`config.mk`:
```
export PLATFORM = sky130hd
export DESIGN_NAME = mn_matrix_seq_flat
export DESIGN_NICKNAME = d
export VERILOG_FILES = /design/src/rtl/mn_matrix_pkg.sv /design/src/rtl/mn_matrix_seq_if.sv /design/src/rtl/mn_rd_fifo.sv /design/src/rtl/mn_matrix_seq.sv /design/src/flat_wrapper.sv
export SDC_FILE = /design/constraint.sdc
export NUM_CORES = 1
export LEC_CHECK = 0
export ABC_CLOCK_PERIOD_IN_PS = 7000
export CAP_MARGIN = 20
export CORE_UTILIZATION = 50
export CTS_CLUSTER_SIZE = 14
export DETAILED_ROUTE_END_ITERATION = 6
export GPL_TIMING_DRIVEN = 0
export HOLD_SLACK_MARGIN = 0.12
export PLACE_DENSITY = 0.77
export SLEW_MARGIN = 20
export SYNTH_ARGS = -nofsm -noshare
export SYNTH_HDL_FRONTEND = slang
export SYNTH_HIERARCHICAL = 1
export SYNTH_SLANG_ARGS = --single-unit
```
`constraint.sdc`:
```
create_clock -name clk -period 7 [get_ports clk]
set_input_delay 0.7 -clock clk [delete_from_list [all_inputs] [get_ports clk]]
set_output_delay 0.7 -clock clk [all_outputs]
set_load 0.02 [all_outputs]
```
`src/rtl/mn_matrix_pkg.sv`:
```
// Shared constants, command encodings and FSM state encoding
// for the mn_matrix sequencer and its read-return FIFO.
package mn_matrix_pkg;

    localparam int DATA_W  = 32;
    localparam int ADDR_W  = 8;
    localparam int MAX_DIM = 128;

    localparam logic OP_LOAD = 1'b0;
    localparam logic OP_DUMP = 1'b1;

    typedef enum logic [2:0] {
        ST_IDLE  = 3'd0,
        ST_LOAD  = 3'd1,
        ST_DUMP  = 3'd2,
        ST_DRAIN = 3'd3,
        ST_DONE  = 3'd4
    } state_t;

endpackage

```
`src/rtl/mn_matrix_seq_if.sv`:
```
// Command, load-stream and dump-stream bundle of mn_matrix_seq.
// master: the data mover driving commands; slave: the sequencer.
interface mn_matrix_seq_if;
    import mn_matrix_pkg::*;

    logic              cmd_valid;
    logic              cmd_ready;
    logic              cmd_op;
    logic              cmd_transpose;
    logic [ADDR_W-1:0] cmd_m;
    logic [ADDR_W-1:0] cmd_n;
    logic              in_valid;
    logic              in_ready;
    logic [DATA_W-1:0] in_data;
    logic              out_valid;
    logic              out_ready;
    logic [DATA_W-1:0] out_data;
    logic              done;
    logic              err;

    modport master (
        output cmd_valid, cmd_op, cmd_transpose, cmd_m, cmd_n,
        output in_valid, in_data, out_ready,
        input  cmd_ready, in_ready, out_valid, out_data, done, err
    );

    modport slave (
        input  cmd_valid, cmd_op, cmd_transpose, cmd_m, cmd_n,
        input  in_valid, in_data, out_ready,
        output cmd_ready, in_ready, out_valid, out_data, done, err
    );

endinterface

```
`src/rtl/mn_rd_fifo.sv`:
```
// Synchronous FIFO for store read returns.
// Ports: clk, reset, i_push/i_data, i_pop, o_data (head), o_empty, o_count.
module mn_rd_fifo #(
    parameter int W = 32,
    parameter int D = 4,
    localparam int AW = (D > 1) ? $clog2(D) : 1,
    localparam int CW = $clog2(D + 1)
) (
    input  logic          clk,
    input  logic          reset,
    input  logic          i_push,
    input  logic [W-1:0]  i_data,
    input  logic          i_pop,
    output logic [W-1:0]  o_data,
    output logic          o_empty,
    output logic [CW-1:0] o_count
);

    logic [W-1:0]  r_mem [D];
    logic [AW-1:0] r_wp;
    logic [AW-1:0] r_rp;
    logic [CW-1:0] r_cnt;
    logic          w_full;
    logic          w_push;
    logic          w_pop;

    function automatic logic [AW-1:0] f_nxt(input logic [AW-1:0] p);
        return (p == AW'(D - 1)) ? '0 : p + AW'(1);
    endfunction

    assign w_full  = (r_cnt == CW'(D));
    assign o_empty = (r_cnt == '0);
    assign w_push  = i_push && !w_full;
    assign w_pop   = i_pop && !o_empty;
    assign o_data  = r_mem[r_rp];
    assign o_count = r_cnt;

    always_ff @(posedge clk) begin
        if (reset) begin
            r_wp  <= '0;
            r_rp  <= '0;
            r_cnt <= '0;
            for (int i = 0; i < D; i++) r_mem[i] <= '0;
        end else begin
            if (w_push) begin
                r_mem[r_wp] <= i_data;
                r_wp        <= f_nxt(r_wp);
            end
            if (w_pop) r_rp <= f_nxt(r_rp);
            unique case ({w_push, w_pop})
                2'b10:   r_cnt <= r_cnt + CW'(1);
                2'b01:   r_cnt <= r_cnt - CW'(1);
                default: r_cnt <= r_cnt;
            endcase
        end
    end

endmodule

```
`src/rtl/mn_matrix_seq.sv`:
```
// Sequencer owning one mn_matrix store: LOAD streams row-major data in,
// DUMP streams it out (optionally transposed) with full backpressure.
// Ports: clk, reset, bus (cmd/in/out streams, done, err), mat_* store pins.
module mn_matrix_seq
    import mn_matrix_pkg::*;
#(
    parameter int FIFO_D = 4
) (
    input  logic              clk,
    input  logic              reset,
    mn_matrix_seq_if.slave    bus,
    output logic              mat_write,
    output logic              mat_read,
    output logic              mat_transpose,
    output logic [ADDR_W-1:0] mat_m_dim,
    output logic [ADDR_W-1:0] mat_n_dim,
    output logic [ADDR_W-1:0] mat_m_addr,
    output logic [ADDR_W-1:0] mat_n_addr,
    output logic [DATA_W-1:0] mat_data_in,
    input  logic [DATA_W-1:0] mat_data_out
);

    localparam int CW = $clog2(FIFO_D + 1);

    state_t            r_state;
    state_t            w_next;
    logic [ADDR_W-1:0] r_m;
    logic [ADDR_W-1:0] r_n;
    logic [ADDR_W-1:0] r_r;
    logic [ADDR_W-1:0] r_c;
    logic              r_tr;
    logic              r_pend;
    logic              r_err;
    logic              w_fire;
    logic              w_bad;
    logic              w_wr;
    logic              w_rd;
    logic              w_pop;
    logic              w_empty;
    logic              w_last_c;
    logic              w_last;
    logic              w_drained;
    logic [ADDR_W-1:0] w_rows;
    logic [ADDR_W-1:0] w_cols;
    logic [CW-1:0]     w_cnt;
    logic [CW:0]       w_used;
    logic [DATA_W-1:0] w_head;

    assign w_fire = bus.cmd_valid && (r_state == ST_IDLE) && !reset;
    assign w_bad  = (bus.cmd_m == '0) || (bus.cmd_m > ADDR_W'(MAX_DIM))
                 || (bus.cmd_n == '0) || (bus.cmd_n > ADDR_W'(MAX_DIM));

    // A transposed dump walks the n x m view of the store.
    assign w_rows   = r_tr ? r_n : r_m;
    assign w_cols   = r_tr ? r_m : r_n;
    assign w_last_c = (r_c == w_cols - ADDR_W'(1));
    assign w_last   = w_last_c && (r_r == w_rows - ADDR_W'(1));

    // Credit: a read is only issued if its return is sure to find a slot.
    assign w_used = {1'b0, w_cnt} + {{CW{1'b0}}, r_pend};
    assign w_wr   = (r_state == ST_LOAD) && bus.in_valid;
    assign w_rd   = (r_state == ST_DUMP) && (w_used < (CW + 1)'(FIFO_D));
    assign w_pop  = !w_empty && bus.out_ready;

    // Finishing on the last pop itself puts done right after the handshake.
    assign w_drained = !r_pend
                    && ((w_cnt == '0) || ((w_cnt == CW'(1)) && w_pop));

    mn_rd_fifo #(
        .W (DATA_W),
        .D (FIFO_D)
    ) u_fifo (
        .clk     (clk),
        .reset   (reset),
        .i_push  (r_pend),
        .i_data  (mat_data_out),
        .i_pop   (w_pop),
        .o_data  (w_head),
        .o_empty (w_empty),
        .o_count (w_cnt)
    );

    always_ff @(posedge clk) begin
        if (reset) r_state <= ST_IDLE;
        else       r_state <= w_next;
    end

    always_comb begin
        w_next = r_state;
        unique case (r_state)
            ST_IDLE: begin
                if (w_fire && !w_bad)
                    w_next = (bus.cmd_op == OP_LOAD) ? ST_LOAD : ST_DUMP;
            end
            ST_LOAD:  if (w_wr && w_last) w_next = ST_DONE;
            ST_DUMP:  if (w_rd && w_last) w_next = ST_DRAIN;
            ST_DRAIN: if (w_drained) w_next = ST_DONE;
            ST_DONE:  w_next = ST_IDLE;
            default:  w_next = ST_IDLE;
        endcase
    end

    always_comb begin
        bus.cmd_ready = (r_state == ST_IDLE) && !reset;
        bus.in_ready  = (r_state == ST_LOAD);
        bus.done      = (r_state == ST_DONE);
        bus.err       = r_err;
        bus.out_valid = !w_empty;
        bus.out_data  = w_head;
        mat_write     = w_wr;
        mat_read      = w_rd;
        mat_transpose = (r_state == ST_DUMP) && r_tr;
        mat_data_in   = (r_state == ST_LOAD) ? bus.in_data : '0;
        mat_m_dim     = r_m;
        mat_n_dim     = r_n;
        mat_m_addr    = r_r;
        mat_n_addr    = r_c;
    end

    always_ff @(posedge clk) begin
        if (reset) begin
            r_m    <= '0;
            r_n    <= '0;
            r_r    <= '0;
            r_c    <= '0;
            r_tr   <= 1'b0;
            r_pend <= 1'b0;
            r_err  <= 1'b0;
        end else begin
            r_pend <= w_rd;
            r_err  <= w_fire && w_bad;
            if (w_fire && !w_bad) begin
                r_m  <= bus.cmd_m;
                r_n  <= bus.cmd_n;
                r_tr <= (bus.cmd_op == OP_DUMP) && bus.cmd_transpose;
                r_r  <= '0;
                r_c  <= '0;
            end else if (w_wr || w_rd) begin
                if (w_last_c) begin
                    r_c <= '0;
                    r_r <= r_r + ADDR_W'(1);
                end else begin
                    r_c <= r_c + ADDR_W'(1);
                end
            end
        end
    end

endmodule
```
`src/flat_wrapper.sv`:
```
// flat-port wrapper written by rule: the top's interface ports become plain ports
module mn_matrix_seq_flat import mn_matrix_pkg::*;
#(
    parameter int FIFO_D = 4
)
  (clk, reset, mat_write, mat_read, mat_transpose, mat_m_dim, mat_n_dim, mat_m_addr, mat_n_addr, mat_data_in, mat_data_out, bus_cmd_valid, bus_cmd_op, bus_cmd_transpose, bus_cmd_m, bus_cmd_n, bus_in_valid, bus_in_data, bus_out_ready, bus_cmd_ready, bus_in_ready, bus_out_valid, bus_out_data, bus_done, bus_err);
  mn_matrix_seq_if bus_i ();
  input  logic clk;
  input  logic reset;
  output logic mat_write;
  output logic mat_read;
  output logic mat_transpose;
  output logic [ADDR_W-1:0] mat_m_dim;
  output logic [ADDR_W-1:0] mat_n_dim;
  output logic [ADDR_W-1:0] mat_m_addr;
  output logic [ADDR_W-1:0] mat_n_addr;
  output logic [DATA_W-1:0] mat_data_in;
  input  logic [DATA_W-1:0] mat_data_out;
  input wire logic [$bits(bus_i.cmd_valid)-1:0] bus_cmd_valid;
  input wire logic [$bits(bus_i.cmd_op)-1:0] bus_cmd_op;
  input wire logic [$bits(bus_i.cmd_transpose)-1:0] bus_cmd_transpose;
  input wire logic [$bits(bus_i.cmd_m)-1:0] bus_cmd_m;
  input wire logic [$bits(bus_i.cmd_n)-1:0] bus_cmd_n;
  input wire logic [$bits(bus_i.in_valid)-1:0] bus_in_valid;
  input wire logic [$bits(bus_i.in_data)-1:0] bus_in_data;
  input wire logic [$bits(bus_i.out_ready)-1:0] bus_out_ready;
  output wire logic [$bits(bus_i.cmd_ready)-1:0] bus_cmd_ready;
  output wire logic [$bits(bus_i.in_ready)-1:0] bus_in_ready;
  output wire logic [$bits(bus_i.out_valid)-1:0] bus_out_valid;
  output wire logic [$bits(bus_i.out_data)-1:0] bus_out_data;
  output wire logic [$bits(bus_i.done)-1:0] bus_done;
  output wire logic [$bits(bus_i.err)-1:0] bus_err;
  assign bus_i.cmd_valid = bus_cmd_valid;
  assign bus_i.cmd_op = bus_cmd_op;
  assign bus_i.cmd_transpose = bus_cmd_transpose;
  assign bus_i.cmd_m = bus_cmd_m;
  assign bus_i.cmd_n = bus_cmd_n;
  assign bus_i.in_valid = bus_in_valid;
  assign bus_i.in_data = bus_in_data;
  assign bus_i.out_ready = bus_out_ready;
  assign bus_cmd_ready = bus_i.cmd_ready;
  assign bus_in_ready = bus_i.in_ready;
  assign bus_out_valid = bus_i.out_valid;
  assign bus_out_data = bus_i.out_data;
  assign bus_done = bus_i.done;
  assign bus_err = bus_i.err;
  mn_matrix_seq #(.FIFO_D(FIFO_D)) u_core (.clk(clk), .reset(reset), .bus(bus_i), .mat_write(mat_write), .mat_read(mat_read), .mat_transpose(mat_transpose), .mat_m_dim(mat_m_dim), .mat_n_dim(mat_n_dim), .mat_m_addr(mat_m_addr), .mat_n_addr(mat_n_addr), .mat_data_in(mat_data_in), .mat_data_out(mat_data_out));
endmodule
```
After elaboration in Yosys (flattened, before gate mapping). Memories as Yosys holds them, arrays and structs flattened. A register that Yosys moved wholly into a read port is not among the register bits. Cells that the tools add are included.

Reduce and logical (&&, ||, !) cells: 36. Add/subtract/negate cells: 9. Muxes and demuxes: 23. Magnitude comparators: 3. Eq/ne operators: 16.

Operators with widths (number): 32-bit two-way mux (2); 32-bit OR reduction (1); 8-bit two-way mux (3); 1-bit logical AND (17); 8-bit by 1-bit adder with 8-bit output (second input constant) (2); 8-bit equality test (2); 8-bit > comparator (second input constant) (2); 8-bit logical NOT (2); 8-bit by 1-bit subtractor with 8-bit output (second input constant) (2); 2-bit two-way mux (6); 3-bit two-way mux (4); 3-bit case mux with 4 select lines (1); 2-bit equality test (second input constant) (3); 3-bit by 1-bit equality test with 1-bit output (second input constant) (2); 3-bit by 2-bit equality test with 1-bit output (second input constant) (2); 3-bit equality test (second input constant) (2); 3-bit logical NOT (2); 1-bit two-way mux (6); 3-bit case mux with 2 select lines (1); 1-bit logical NOT (5); 1-bit logical OR (5); 2-bit by 1-bit adder with 2-bit output (second input constant) (2); 3-bit by 1-bit adder with 4-bit output (1); 4-bit by 3-bit < comparator with 1-bit output (second input constant) (1); 9 further kinds (11).

RAM bits: 128. Flip-flop bits (word level): 45. Bits of input ports: 87. Memories kept: 1.

Memory list: u_core.u_fifo.r_mem (words 4, bits a word 32, rd ports 1, clocked after Yosys merged registers in 1, wr ports 4, RTL line mn_rd_fifo.sv:19) `logic [W-1:0] r_mem [D];`.

Logic depth before layout (Yosys ltp). Gate-level depths: netlist of the first run.

Word-level depth: 8. Depth in mapped cells: 13. Depth with buffers taken out: 10.

Hierarchy. The synthesis of the first run kept the hierarchy.

Modules (own cells, without submodules): mn_rd_fifo (cells an instance 360, sequential area each 4023.9 µm², area an instance 6040.8 µm², times used 1); mn_matrix_seq (cells an instance 324, sequential area each 760.7 µm², area an instance 2688.8 µm², times used 1).

Least setup slack after synthesis of the first run. OpenSTA, ideal clock, no wires.

Path kind: input-to-reg. From: input reset. To: register u_core.r_m[4] (netlist: u_core/mat_m_dim[4]). Path buffers: 1. Data required time: 6872 ps. Path slack: 4425 ps. Cell stages on the path: 6. Arrival: 2447 ps. Cells stage by stage: nor4_2 -> nand2_1 -> a2111oi_4 -> buf_2 -> mux2i_1 -> nor2_1.

Cells in the longest elaborated chain, start to end: 3.

RTL lines: start: declaration (RTL line flat_wrapper.sv:9) `input logic reset;`; 1-bit logical NOT (RTL line mn_matrix_seq.sv:49) `assign w_fire = bus.cmd_valid && (r_state == ST_IDLE) && !reset;`; 1-bit logical AND (RTL line mn_matrix_seq.sv:49); 1-bit logical AND (RTL line mn_matrix_seq.sv:132) `if (w_fire && !w_bad) begin`; end signal: assignment (RTL line mn_matrix_seq.sv:133) `r_m <= bus.cmd_m;`; end: declaration (RTL line mn_matrix_seq.sv:27) `logic [ADDR_W-1:0] r_m;`.

Parallel ways exist; a longest one is shown, timed or not. A chain may end at the register's enable or synchronous reset.

Worst setup path in the final report of the first run.
From: register u_core.r_state[1]. To: output mat_data_in[24].

Cells in the longest elaborated chain, start to end: 2.

RTL lines: start: declaration (RTL line mn_matrix_seq.sv:25) `state_t r_state;`; start signal: assignment (RTL line mn_matrix_seq.sv:85) `else r_state <= w_next;`; 3-bit by 1-bit equality test with 1-bit output (RTL line mn_matrix_seq.sv:113) `mat_data_in = (r_state == ST_LOAD) ? bus.in_data : '0;`; 32-bit two-way mux (RTL line mn_matrix_seq.sv:113); end: declaration (RTL line flat_wrapper.sv:17) `output logic [DATA_W-1:0] mat_data_in;`.

No other way between the ends.

==> impl_summary.md, run 1 <==
Synthesis
The number of nets in the synthesized netlist is 779. The biggest area consumer among synthesized cells is sky130_fd_sc_hd__edfxtp_1. The share of the yosys chip area belonging to registers is 54.81%. In the synthesized netlist the async set-or-reset flop fraction comes to 0%. The number of flops mapped to enable cells by yosys is 128. The fraction of post-synthesis cell area in the top cell type by area is 44.03%.

During synthesis, Yosys emitted a total of 6 warnings. Sorting the synthesized cells by area gives the leading types as sky130_fd_sc_hd__edfxtp_1 44%, sky130_fd_sc_hd__and2_1 12%, sky130_fd_sc_hd__dfxtp_1 11%, sky130_fd_sc_hd__mux4_2 8.3%, sky130_fd_sc_hd__mux2i_1 3.3%. The netlist uses 63 different library cells.

The total standard cell area after synthesis is 8730 µm². The main flop type after synthesis is sky130_fd_sc_hd__edfxtp_1. Synthesis handed over a netlist of 684 instances. Each instance of the synthesized netlist takes up on average 12.76 µm². The number of flip-flops and latches in the synthesized netlist is 175.

Clocking
Once the clock tree was built, the resizer swapped 0 gates to a different size. Buffers inserted to repair hold after CTS numbered 0. The deepest level of the CTS H-tree is 4. The maximum buffer depth of the clock tree is 2. The total number of clock tree sinks is 175.

CTS placed an instance of sky130_fd_sc_hd__clkbuf_16 at the clock tree root. In this run the post-CTS setup repair buffer count came out at 0. The clock reaches the later pin of the worst-skew pair after 0.43 ns. The number of clock buffers added by TritonCTS is 17. Clock-pin slew was measured on the worst setup and hold paths at 0.07 ns. TritonCTS built the clock tree.

STA
For the final database, setup skew stands at 0.007724 ns. Final hold analysis gives a worst-case slack of 0.5200 ns. Derived from the worst setup path, the maximum achievable clock frequency is 0.2834 GHz.

Setup violations remaining at the end of the flow were counted as 0. The relative slew slack is 37.98%. Setup repair after global routing left no endpoint under its margin. The count of pins over their slew limit was 0.

The number of hold violations in the final report is 0. The final period demand of the worst path is 3.529 ns. The post-route fraction of the period consumed by the critical path is 50.41%. The measured slew at the worst slew-check pin is 0.9303 ns. The setup TNS is 0 ns.

Global routing
The initial antenna violation count is 0. Entering global routing, the biggest net connects 33 pins. The first global-routing pass estimated 32,930 µm of wire. For this run the aggregate overflow at the end of global routing stands at 0. The via count of the first global-routing pass is 6,562. The total global routing track utilization is 24.35%.

Placed design
The placed wire-length estimate is 14,770 µm. The count of buffers added on input and output ports is 190. At the end of routability-driven placement, the weighted congestion stood at 0.8755.

Floorplanning
The vertical die dimension is 134.1 µm. In this run the core area contains 47 standard-cell rows. From left edge to right edge, the die measures 134.1 µm. The initial core utilization is 51.90%. The core region is 16,820 µm². The area enclosed by the die boundary is 17,990 µm².

For this design the top-level I/O count stands at 191.

Routing
The violation count after the first detailed-route iteration is 440. In this run the remaining antenna-violating nets after routing total 0. The total number of vias is 6,263.

The average via count per standard cell is 5.547. The detail-routed net length per standard cell is 18.72 µm. The residual DRC count is 0. Wires add up to 21,140 µm. The iteration count of the initial detailed-routing pass is 5.

Job
Across the run, the number of max-cap violations was 0.

Cells and area
The layout cell share with drive strength beyond 1 is 12.54%. The sequential cells in the finished layout cover a total of 4785 µm². From synthesis to final layout, the design area changed by 32.28%. The area of combinational cells with multiple inputs is 3665 µm².

The number of nets in the layout is 991. The filler cell count is 1,222. The number of antenna diodes is 0.

Worst setup path
The peak fanout along the critical path is 10. The classification of the worst setup path is register to primary output. The kind of end point of the critical path is a primary output. The critical path startpoint category is a register.

STA puts the critical path data arrival time at 2.83 ns. The critical path required time is 6.30 ns.

Power
The power per cell area is 203.7 nW/µm². Summed over all cells, the static leakage comes to 4.140 nW. VDD sags by at most 187.3 µV. Overall power consumption after layout is estimated at 0.002353 W.

Status
The run finished with clean final reports.

Worst hold path
The type of the tightest min-delay check is register to register.
-- layer usage --
metal | vias to the layer above | wire (µm) | track usage [%]
li1 | 2921 | - | -
met1 | 3026 | 8224 | 28.06
met2 | 289 | 11040 | 44.13
met3 | 27 | 1526 | 5.367
met4 | 0 | 347 | 9.114
met5 | - | 0 | 0
-- path summary, 6_finish.rpt --
| path | from | endpoint | slack [ns] | cells after the start |
|---|---|---|---|---|
| setup reg to reg | u_core/r_tr | u_core/r_state[0] | 4.05 | 13 |
| hold / removal | u_core/u_fifo/r_rp[0] | register | 0.52 | 2 |
| setup / recovery | u_core/r_state[1] | mat_data_in[24] | 3.47 | 5 |
| hold reg to reg | u_core/u_fifo/r_rp[0] | register | 0.52 | 2 |
-- cells in the mapped netlist (3+ instances only) --
cell / count
sky130_fd_sc_hd__and3_1: 5
sky130_fd_sc_hd__ha_1: 7
sky130_fd_sc_hd__nand2_1: 16
sky130_fd_sc_hd__nand4_1: 7
sky130_fd_sc_hd__mux4_2: 32
sky130_fd_sc_hd__edfxtp_1: 128
sky130_fd_sc_hd__a21oi_1: 19
sky130_fd_sc_hd__nand3_1: 8
sky130_fd_sc_hd__clkbuf_1: 10
sky130_fd_sc_hd__or4_1: 8
sky130_fd_sc_hd__a31oi_1: 3
sky130_fd_sc_hd__nor2_1: 39
sky130_fd_sc_hd__nor3b_1: 5
sky130_fd_sc_hd__o21ai_0: 13
sky130_fd_sc_hd__buf_2: 14
sky130_fd_sc_hd__dfxtp_1: 47
sky130_fd_sc_hd__nor4_1: 5
sky130_fd_sc_hd__mux2i_1: 29
sky130_fd_sc_hd__buf_6: 11
sky130_fd_sc_hd__and2_1: 162
sky130_fd_sc_hd__nand2b_1: 5
sky130_fd_sc_hd__o21a_1: 4
sky130_fd_sc_hd__xnor2_1: 16
sky130_fd_sc_hd__nor3_1: 12
sky130_fd_sc_hd__inv_1: 9
sky130_fd_sc_hd__xor2_1: 14
sky130_fd_sc_hd__o31ai_1: 10
sky130_fd_sc_hd__or3_1: 5
-- cell type report --
cell class / count / share of cell area [%]
tap: 220 / 2.384
sequential: 175 / 41.43
clock buffer: 18 / 3.717
clock inverter: 14 / 1.300
multi-input combinational: 462 / 31.74
timing repair buffer: 193 / 16.99
inverter: 9 / 0.2926
buffer: 38 / 2.145
-- logic make-up after synthesis --
group	share of synthesized area [%]
and+or+nand+nor	20.90
muxes	11.58
xor gates and xnor gates	3.010
buffers and inverters	3.225
DFF	54.81
AOI/OAI and AO/OA	5.246
adders and majority gates	1.233
-- state kept, by name (all words and copies together) (netlist names), named ones only --
name,count
u_core/r_pend,1
u_core/u_fifo/r_rp,2
u_core/mat_m_dim,8
u_core/mat_m_addr,8
u_core/r_state,3
u_core/u_fifo/o_count,3
u_core/bus.err,1
u_core/r_tr,1
u_core/mat_n_addr,8
u_core/u_fifo/r_wp,2
u_core/u_fifo/r_mem,128
u_core/mat_n_dim,8
-- power breakdown --
part	internal [W]	switching (W)
Clock	0.000502	0.000416
Sequential	0.00114	0.0000183
Combinational	0.000138	0.000134
-- placed cells by master (no fill, tap or decap), drive strengths merged, types with 19 or more instances in the layout --
| cell | netlist | final |
|---|---|---|
| nor2 | 40 | 40 |
| and2 | 162 | 162 |
| mux4 | 32 | 32 |
| clkdlybuf4s50 | 0 | 190 |
| clkbuf | 11 | 29 |
| edfxtp | 128 | 128 |
| buf | 27 | 30 |
| a21oi | 19 | 19 |
| mux2i | 29 | 29 |
| dfxtp | 47 | 47 |
-- metrics by stage --
step / util (%) / instances / cell area [µm²] / setup WS [ns]
finish: 68.66 / 1129 / 11550 / 3.471
global route: 68.66 / 1129 / 11550 / 3.211
CTS: 68.66 / 1129 / 11550 / 3.421
detailed placement: 65.21 / 1097 / 10970 / 3.471
global placement: 64.85 / 1094 / 10910 / 3.173
floorplan: - / 684 / 8730 / 4.425
-- worst max-delay path, stage by stage, from the launching register on --
cell and delay (ns):
sky130_fd_sc_hd__dfxtp_1 0.32, sky130_fd_sc_hd__buf_2 0.18, sky130_fd_sc_hd__nor3b_1 0.73, sky130_fd_sc_hd__clkbuf_1 0.34
sky130_fd_sc_hd__and2_1 0.21, sky130_fd_sc_hd__clkdlybuf4s50_1 0.61
No activity file was read; power rests on OpenSTA's default activity.
==> run 2: changes to the inputs <==
Settings changed: ABC_CLOCK_PERIOD_IN_PS 7000 to 3000, CORE_UTILIZATION 50 to 46, PLACE_DENSITY 0.77 to 0.75.
Clock period 7 ns to 3 ns, I/O delays scaled along.
==> run 2 against run 1 <==
Against the previous run: global-route usage down 2.7 points; clock-buffer cell count shrank 1; first-iteration DRC count decreased by 18%; critical path depth rose by 7; critical path type is now register to register; non-clock buffer count fell by 1; clock skew up 0.0030 ns; total power grew 140%; cell count up 1.2%; design area grew 0.52%; largest cell class unchanged; core utilization shrank 6.4 points.
==> impl_summary.md, run 2 (same netlist as run 1, synthesis figures left out) <==
Cells and area
Leaving out fill and tap cells, the most frequent cells in the layout are 190 x sky130_fd_sc_hd__clkdlybuf4s50_1, 162 x sky130_fd_sc_hd__and2_1, 128 x sky130_fd_sc_hd__edfxtp_1. After filler insertion, the fill cell instance count of the layout stands at 1,434. The final layout contains 990 nets.

The flip-flop count of the largest register after layout is 128. The register name with the most flops is u_core/u_fifo/r_mem. The library cell used most frequently in the layout, excluding fill and tap cells, is sky130_fd_sc_hd__clkdlybuf4s50_1. The sequential cells in the finished layout cover a total of 4785 µm². The layout cell share with drive strength beyond 1 is 12.46%. Once layout is complete, the utilization of the core stands at 62.26%. The area of combinational cells with multiple inputs is 3680 µm². The area growth from synthesis to layout is 32.97%.

Job
The total of max-cap violations is 0.

Floorplanning
The die is 139.8 µm wide. The area enclosed by the die boundary is 19,530 µm². For this design the top-level I/O count stands at 191. Once the floorplan was initialized, standard cells occupied 46.83% of the core. The vertical die dimension is 139.8 µm. The number of rows in the core area is 50. The core outline area is 18,640 µm².

Worst setup path
On the worst path, the slowest cell contributes a delay of 0.32 ns. For this design, the slowest cell found on the critical path is sky130_fd_sc_hd__dfxtp_1. In this run the critical register-to-register path is launched from u_core/r_tr. The cell seen most often among critical-path stages is sky130_fd_sc_hd__xnor2_1. The signal on the critical path passes through buf_4, clkbuf_4, mux2i_2, ha_1, xnor2_1, xnor2_1, nand3_1, nor2_1, o211ai_2, buf_2, o21a_1, o221a_2.

The worst setup path startpoint is u_core/r_tr. For the worst setup path, the data required time is 3.31 ns. The critical path startpoint category is a register. The endpoint of the most critical setup path is u_core/r_state[0]. The classification of the worst setup path is register to register. Setup slack on the worst reg-to-reg path comes out at 0.19 ns. STA classifies the critical path endpoint as a register. The logic depth of the worst path, buffers included is 12. The peak fanout along the critical path is 10. Data arrives at the worst endpoint at 3.12 ns. The cell count of the worst reg-to-reg path is 12.

The buffering stage count on the worst path with inverters included is 3. The worst register-to-register path ends at u_core/r_state[0]. On the critical path the largest part of the delay comes from compound AO/OA/AOI/OAI gates.

Global routing
For this run the aggregate overflow at the end of global routing stands at 0. Entering global routing, the biggest net connects 33 pins. Across every metal layer, demand over resource in global routing totals 21.65%. The initial antenna violation count is 2. The first global-routing pass estimated 32,600 µm of wire. The via count of the first global-routing pass is 6,360.

STA
Timing would allow up to 0.3562 GHz. The setup skew after layout is 0.01077 ns. The post-route worst setup slack is 0.1924 ns.

In the finished design, the share of the clock period the worst path needs comes to 93.59%. For the pin with the worst max-slew slack, the measured transition is 0.8881 ns. The setup TNS is 0 ns. The count of pins over their slew limit is 0. The worst pin sits at a relative slew slack of 40.79%.

On the final layout, the worst hold slack is 0.4995 ns. The number of hold violations in the final report is 0. The clock period could shrink to 2.808 ns. Setup repair after global routing left no endpoint under its margin. Setup violations remaining at the end of the flow were counted as 0.

Placed design
After legalization and detailed placement, the total HPWL measured 14,230 µm. The placer's final routability congestion estimate is 0.9078. The count of input and output buffers is 190. The worst setup timing slack at the placement stage is -0.1010 ns.

Clocking
After clock tree synthesis, the clock-pin slew on the worst setup and hold paths is 0.07 ns. The total clock buffers created by CTS is 17. The CTS tree is built. The later pin in the worst-skew pair is clocked with a latency of 0.42 ns. In this run the number of H-tree levels came out at 4. Post-CTS timing repair inserted 0 buffers for setup.

The root buffer selected by CTS is sky130_fd_sc_hd__clkbuf_16. The maximum buffer depth of the clock tree is 2. The total number of clock tree sinks is 175.

Routing
The detail-routed net length per standard cell is 17.92 µm. The iteration count of the initial detailed-routing pass is 6. The final layout contains routed wiring with a total length of 20,460 µm. After detailed routing, the number of remaining DRC violations is 0. Dividing the detail-routed via count by the number of cells gives 5.355.

After the first detailed-routing iteration, the DRC count stood at 362. The count of nets left with antenna violations once routing finished came out at 0. The total number of vias is 6,115.

Power
In this run the power density over the cells is 481.3 nW/µm². The proportion of power drawn by combinational gates is 11.4%. Sequential cells burn 48.5% of the power. Of the total power, the share spent switching nets is 22.94%.

Of the total power, the clock network draws 40.0%. The net load switching power is 0.001282 W. In this run the static leakage power is 4.154 nW.

The overall power is 0.005587 W. The internal power component is 0.004305 W. Across the VDD grid, the largest voltage drop is 399.6 µV.

Worst hold path
The type of the tightest min-delay check is input pin to register.

Status
The run finished with clean final reports.
## run 2: through the flow
step / cells / area (µm²)
2_1_floorplan: 684 / 8730
6_report: 1142 / 11610
5_1_grt: 1142 / 11610
3_5_place_dp: 1111 / 11000
3_3_place_gp: 1108 / 10920
4_1_cts: 1142 / 11600
## run 2: what timing repair did
item | 4_1_cts | 5_1_grt
setup endpoints to repair | 34 | 39
hold buffers | 0 | 0
hold endpoints to repair | 0 | 0
gates resized for setup | 1 | 6
## run 2: worst min-delay path by stage
stage,endpoint,start,cells past startpoint,slack (ns)
floorplan,u_core/mat_m_dim[6],bus_cmd_m[6],2,0.41
global placement,register,u_core/u_fifo/r_rp[0],2,0.48
detailed placement,register,u_core/u_fifo/r_rp[0],2,0.49
CTS,u_core/r_tr,bus_cmd_transpose,3,0.48
global route,u_core/r_tr,bus_cmd_transpose,3,0.52
finish,u_core/mat_m_dim[6],bus_cmd_m[6],3,0.50
## run 2: power by group through the flow
| stage | sequential (W) | clock [W] | combinational (W) |
|---|---|---|---|
| finish | 0.00271 | 0.00224 | 0.000637 |
| detailed placement | 0.00276 | 0 | 0.000637 |
| global placement | 0.00276 | 0 | 0.000622 |
| floorplan | 0.00276 | 0 | 0.000298 |
| CTS | 0.00271 | 0.00228 | 0.000641 |
| global route | 0.00272 | 0.00237 | 0.000685 |
## run 2: area by class of cell
cell class                      count  share of cell area (%)
Multi-Input combinational cell    462                   31.70
Sequential cell                   175                   41.22
Clock buffer                       17                   3.665
Antenna cell                        1                 0.02156
Clock inverter                     14                   1.423
Buffer                             37                   2.124
Timing Repair Buffer              193                   17.03
Inverter                            9                  0.2910
Tap cell                          234                   2.522
## run 2: metal layers
layer / part of all wire, % / global-route usage [%] / vias up / wire, µm
met1: 41 / 26.12 / 2975 / 8366
met3: 6.1 / 4.818 / 10 / 1241
met4: 0.65 / 5.784 / 0 / 133
li1: - / - / 2911 / -
met2: 52 / 38.87 / 219 / 10720
met5: 0 / 0 / - / 0
## run 2: worst register-to-register path: cells and delay by family, from the launching register on
kind                     cells  cell delay [ns]
AO/OA/AOI/OAI                3             0.66
XOR/XNOR                     2             0.29
adder cells (fa/ha/maj)      1             0.22
buffers and inverters        3             0.63
flip-flops                   1             0.32
multiplexers                 1             0.29
AND/OR/NAND/NOR              2             0.30
==> run 3: changes to the inputs <==
Settings changed: CORE_ASPECT_RATIO set to 1.75.
==> run 3 against run 2 <==
Against the previous run: sequential power about the same; setup slack got worse by 0.037 ns; flip-flop and latch count unchanged; via count decreased by 0.88%; sequential share of layout area about the same; clock skew decreased by 0.0016 ns; total power decreased by 0.93%; maximum frequency decreased by 1.3%; hold slack got worse by 0.037 ns; first-iteration DRC count decreased by 18%; clock power decreased by 3%; design area about the same; critical path type unchanged; critical endpoint unchanged.
==> impl_summary.md, run 3 (same netlist as run 1, synthesis figures left out) <==
Status
The run finished with clean final reports.

STA
Based on the critical path, the design can be clocked at up to 0.3515 GHz. Clock skew on the completed layout was measured at 0.009166 ns. The number of hold violations in the final report is 0.

Hold timing on the final database bottoms out at a slack of 0.4626 ns. The final period demand of the worst path is 2.845 ns. The relative slew slack is 35.70%. The measured slew at the worst slew-check pin is 0.9645 ns. The count of pins over their slew limit came to 0. Dividing the final minimum period by the clock period gives 94.82%. The total setup violations reported at the end of the flow is 0.

Floorplanning
The vertical die dimension is 184.2 µm. The core outline area is 18,580 µm². The width of the chip is 106.1 µm.

After floorplanning, the core was divided into 66 placement rows. Once the floorplan was initialized, standard cells occupied 46.98% of the core. In this run the count of I/O pins placed on the die edge is 191. The area enclosed by the die boundary is 19,550 µm².

Cells and area
The number of nets in the layout is 990. The library cell used most frequently in the layout, excluding fill and tap cells, is sky130_fd_sc_hd__clkdlybuf4s50_1. Once layout is done, the placed cells without fillers occupy 11,610 µm². The filler-free cell count of the finished design is 1,146.

0 antenna diodes ended up in the layout. The register name with the most flops is u_core/u_fifo/r_mem. The flip-flop count of the largest register after layout is 128. The top cell types in the final layout, fill and taps aside, are 190 x sky130_fd_sc_hd__clkdlybuf4s50_1, 162 x sky130_fd_sc_hd__and2_1, 128 x sky130_fd_sc_hd__edfxtp_1. From synthesis to final layout, the design area changed by 32.99%.

After filler insertion, the fill cell instance count of the layout stands at 1,518. Cells with a size suffix above 1 make up 12.89% of the layout.

Worst setup path
Setup slack on the worst reg-to-reg path comes out at 0.16 ns. The peak fanout along the critical path is 10. For the worst flop-to-flop path, the logic depth is 12. STA classifies the critical path startpoint as a register.

The classification of the worst setup path is register to register. The startpoint identified for the worst register-to-register timing path is u_core/r_tr. The worst setup path is captured at a register. Data arrives at the worst endpoint at 3.16 ns. The reg-to-reg endpoint is u_core/r_state[0]. For the worst setup path, the data required time is 3.31 ns.

Power
The proportion of power drawn by combinational gates is 11.6%. Net switching is 23.54% of the power. The power per cell area is 476.7 nW/µm². The leakage power figure is 4.148 nW. The internal power component is 0.004232 W. The analysis attributes to net switching a power of 0.001303 W.

The sequential group share of total power is 49.0%. The worst vdd rail ir drop is 348.5 µV. The clock network is responsible for 39.4% of the overall power.

Worst hold path
The end point of the most critical hold path is u_core/r_tr. The worst hold path was traced through 3 stages. The type of the tightest min-delay check is input pin to register. The start point of the worst min-delay path is bus_cmd_transpose.

Routing
The residual DRC count is 0. The iteration count of the initial detailed-routing pass is 4. Wires add up to 21,310 µm. After detailed routing, the number of vias per cell comes to 5.289. The detail-routed net length per standard cell is 18.60 µm. The detail route stage leaves a number of antenna-violating nets equal to 0. After the first detailed-routing iteration, the DRC count stood at 297. The total number of vias is 6,061.

Placed design
The number of placed instances with taps included is 1,115. The congestion estimate from routability-driven global placement came to 0.8823. The count of input and output buffers is 190. Once detailed placement completed, the half-perimeter wirelength came to 15,400 µm.

The instance area at placement is 11,010 µm².

Clocking
TritonCTS built the clock tree. The deepest level of the CTS H-tree is 4. The total clock buffers created by CTS is 17. The hold-fix buffer count after cts is 0. The total number of clock tree sinks is 175. The root buffer selected by CTS is sky130_fd_sc_hd__clkbuf_16. For the worst-skew pair, the clock arrives at the later sink with an insertion delay of 0.42 ns. The clock slew seen by the registers of the worst setup and hold paths is 0.07 ns. The maximum buffer depth of the clock tree is 2.

Global routing
The initial antenna violation count is 0. The first-pass GRT wire length is 33,400 µm. Entering global routing, the biggest net connects 33 pins. The via count of the first global-routing pass is 6,378. Global routing consumed, over all layers together, 22.71% of the routing resources. For this run the aggregate overflow at the end of global routing stands at 0.

Job
The total of max-cap violations is 0.
run 3: cell types whose count changed in the layout (fill, tap and decap cells not counted):
cell,before,now
sky130_fd_sc_hd__diode_2,1,0
sky130_fd_sc_hd__mux2i_2,1,2
sky130_fd_sc_hd__clkinv_2,2,3
sky130_fd_sc_hd__clkinvlp_4,1,3
sky130_fd_sc_hd__mux2i_1,28,27
sky130_fd_sc_hd__buf_2,13,12
sky130_fd_sc_hd__inv_6,3,4
sky130_fd_sc_hd__inv_8,1,0
sky130_fd_sc_hd__clkinv_8,0,1
sky130_fd_sc_hd__bufinv_16,3,2
sky130_fd_sc_hd__clkinv_1,3,1
sky130_fd_sc_hd__clkbuf_2,1,2
run 3: worst max-delay path: stages, from the launching register on:
cell and delay, ns:
sky130_fd_sc_hd__dfxtp_1 0.31, sky130_fd_sc_hd__buf_4 0.14, sky130_fd_sc_hd__clkbuf_4 0.24, sky130_fd_sc_hd__mux2i_2 0.27
sky130_fd_sc_hd__ha_1 0.21, sky130_fd_sc_hd__xnor2_1 0.14, sky130_fd_sc_hd__xnor2_1 0.14, sky130_fd_sc_hd__nand3_1 0.10
sky130_fd_sc_hd__nor2_1 0.23, sky130_fd_sc_hd__o211ai_2 0.25, sky130_fd_sc_hd__clkbuf_2 0.26, sky130_fd_sc_hd__o21a_1 0.21
sky130_fd_sc_hd__o221a_2 0.22
run 3: timing repair:
item	4_1_cts	5_1_grt
resized for setup	3	3
buffers inserted	0	0
endpoints found under the setup margin	32	25
run 3: area by class of cell:
type,instances,area (µm²),area share [%]
clock inverters,15,161.4,1.390
flip-flops and latches,175,4785,41.21
repair buffers,193,1977,17.03
multi-input cells,462,3684,31.73
well taps,238,297.8,2.565
plain buffers,37,246.5,2.123
inverters,9,33.78,0.2910
clock buffers,17,425.4,3.664
run 3: layer usage:
metal  share of wire, %  GRT usage, %  wire [µm]  vias up
met5                  0             0          0        -
met4                2.8         9.167        598        0
met3                3.3         3.890        705       33
met2                 56         43.97      12030      170
met1                 37         23.74       7979     2946
li1                   -             -          -     2912
run 3: through the flow:
| stage | TNS, ns | total power, W | util [%] | setup slack, ns |
|---|---|---|---|---|
| 4_1_cts | 0 | 0.005583 | 62.44 | 0.02004 |
| 5_1_grt | -0.001962 | 0.005731 | 62.48 | -0.001962 |
| 3_3_place_gp | -31.61 | 0.003388 | 58.82 | -0.4403 |
| 3_5_place_dp | -1.400 | 0.003408 | 59.23 | -0.1146 |
| 6_report | 0 | 0.005535 | 62.48 | 0.1554 |
| 2_1_floorplan | 0 | 0.003060 | - | 0.4410 |
run 3: worst max-delay path by stage:
stage	from	endpoint	slack [ns]
CTS	u_core/r_tr	u_core/r_state[1]	0.02
global route	u_core/r_tr	u_core/r_state[0]	-0.002
global placement	reset	u_core/u_fifo/r_mem[1][20]	-0.44
finish	u_core/r_tr	u_core/r_state[0]	0.16
detailed placement	reset	u_core/mat_n_addr[4]	-0.11
floorplan	u_core/r_tr	u_core/r_state[1]	0.44
run 3: power groups by stage:
stage,Combinational (W),Sequential [W],Clock [W]
after floorplan,0.000298,0.00276,0
after global placement,0.000625,0.00276,0
after detailed placement,0.000642,0.00277,0
after CTS,0.000646,0.00271,0.00222
after global routing,0.000686,0.00272,0.00232
final,0.000643,0.00271,0.00218
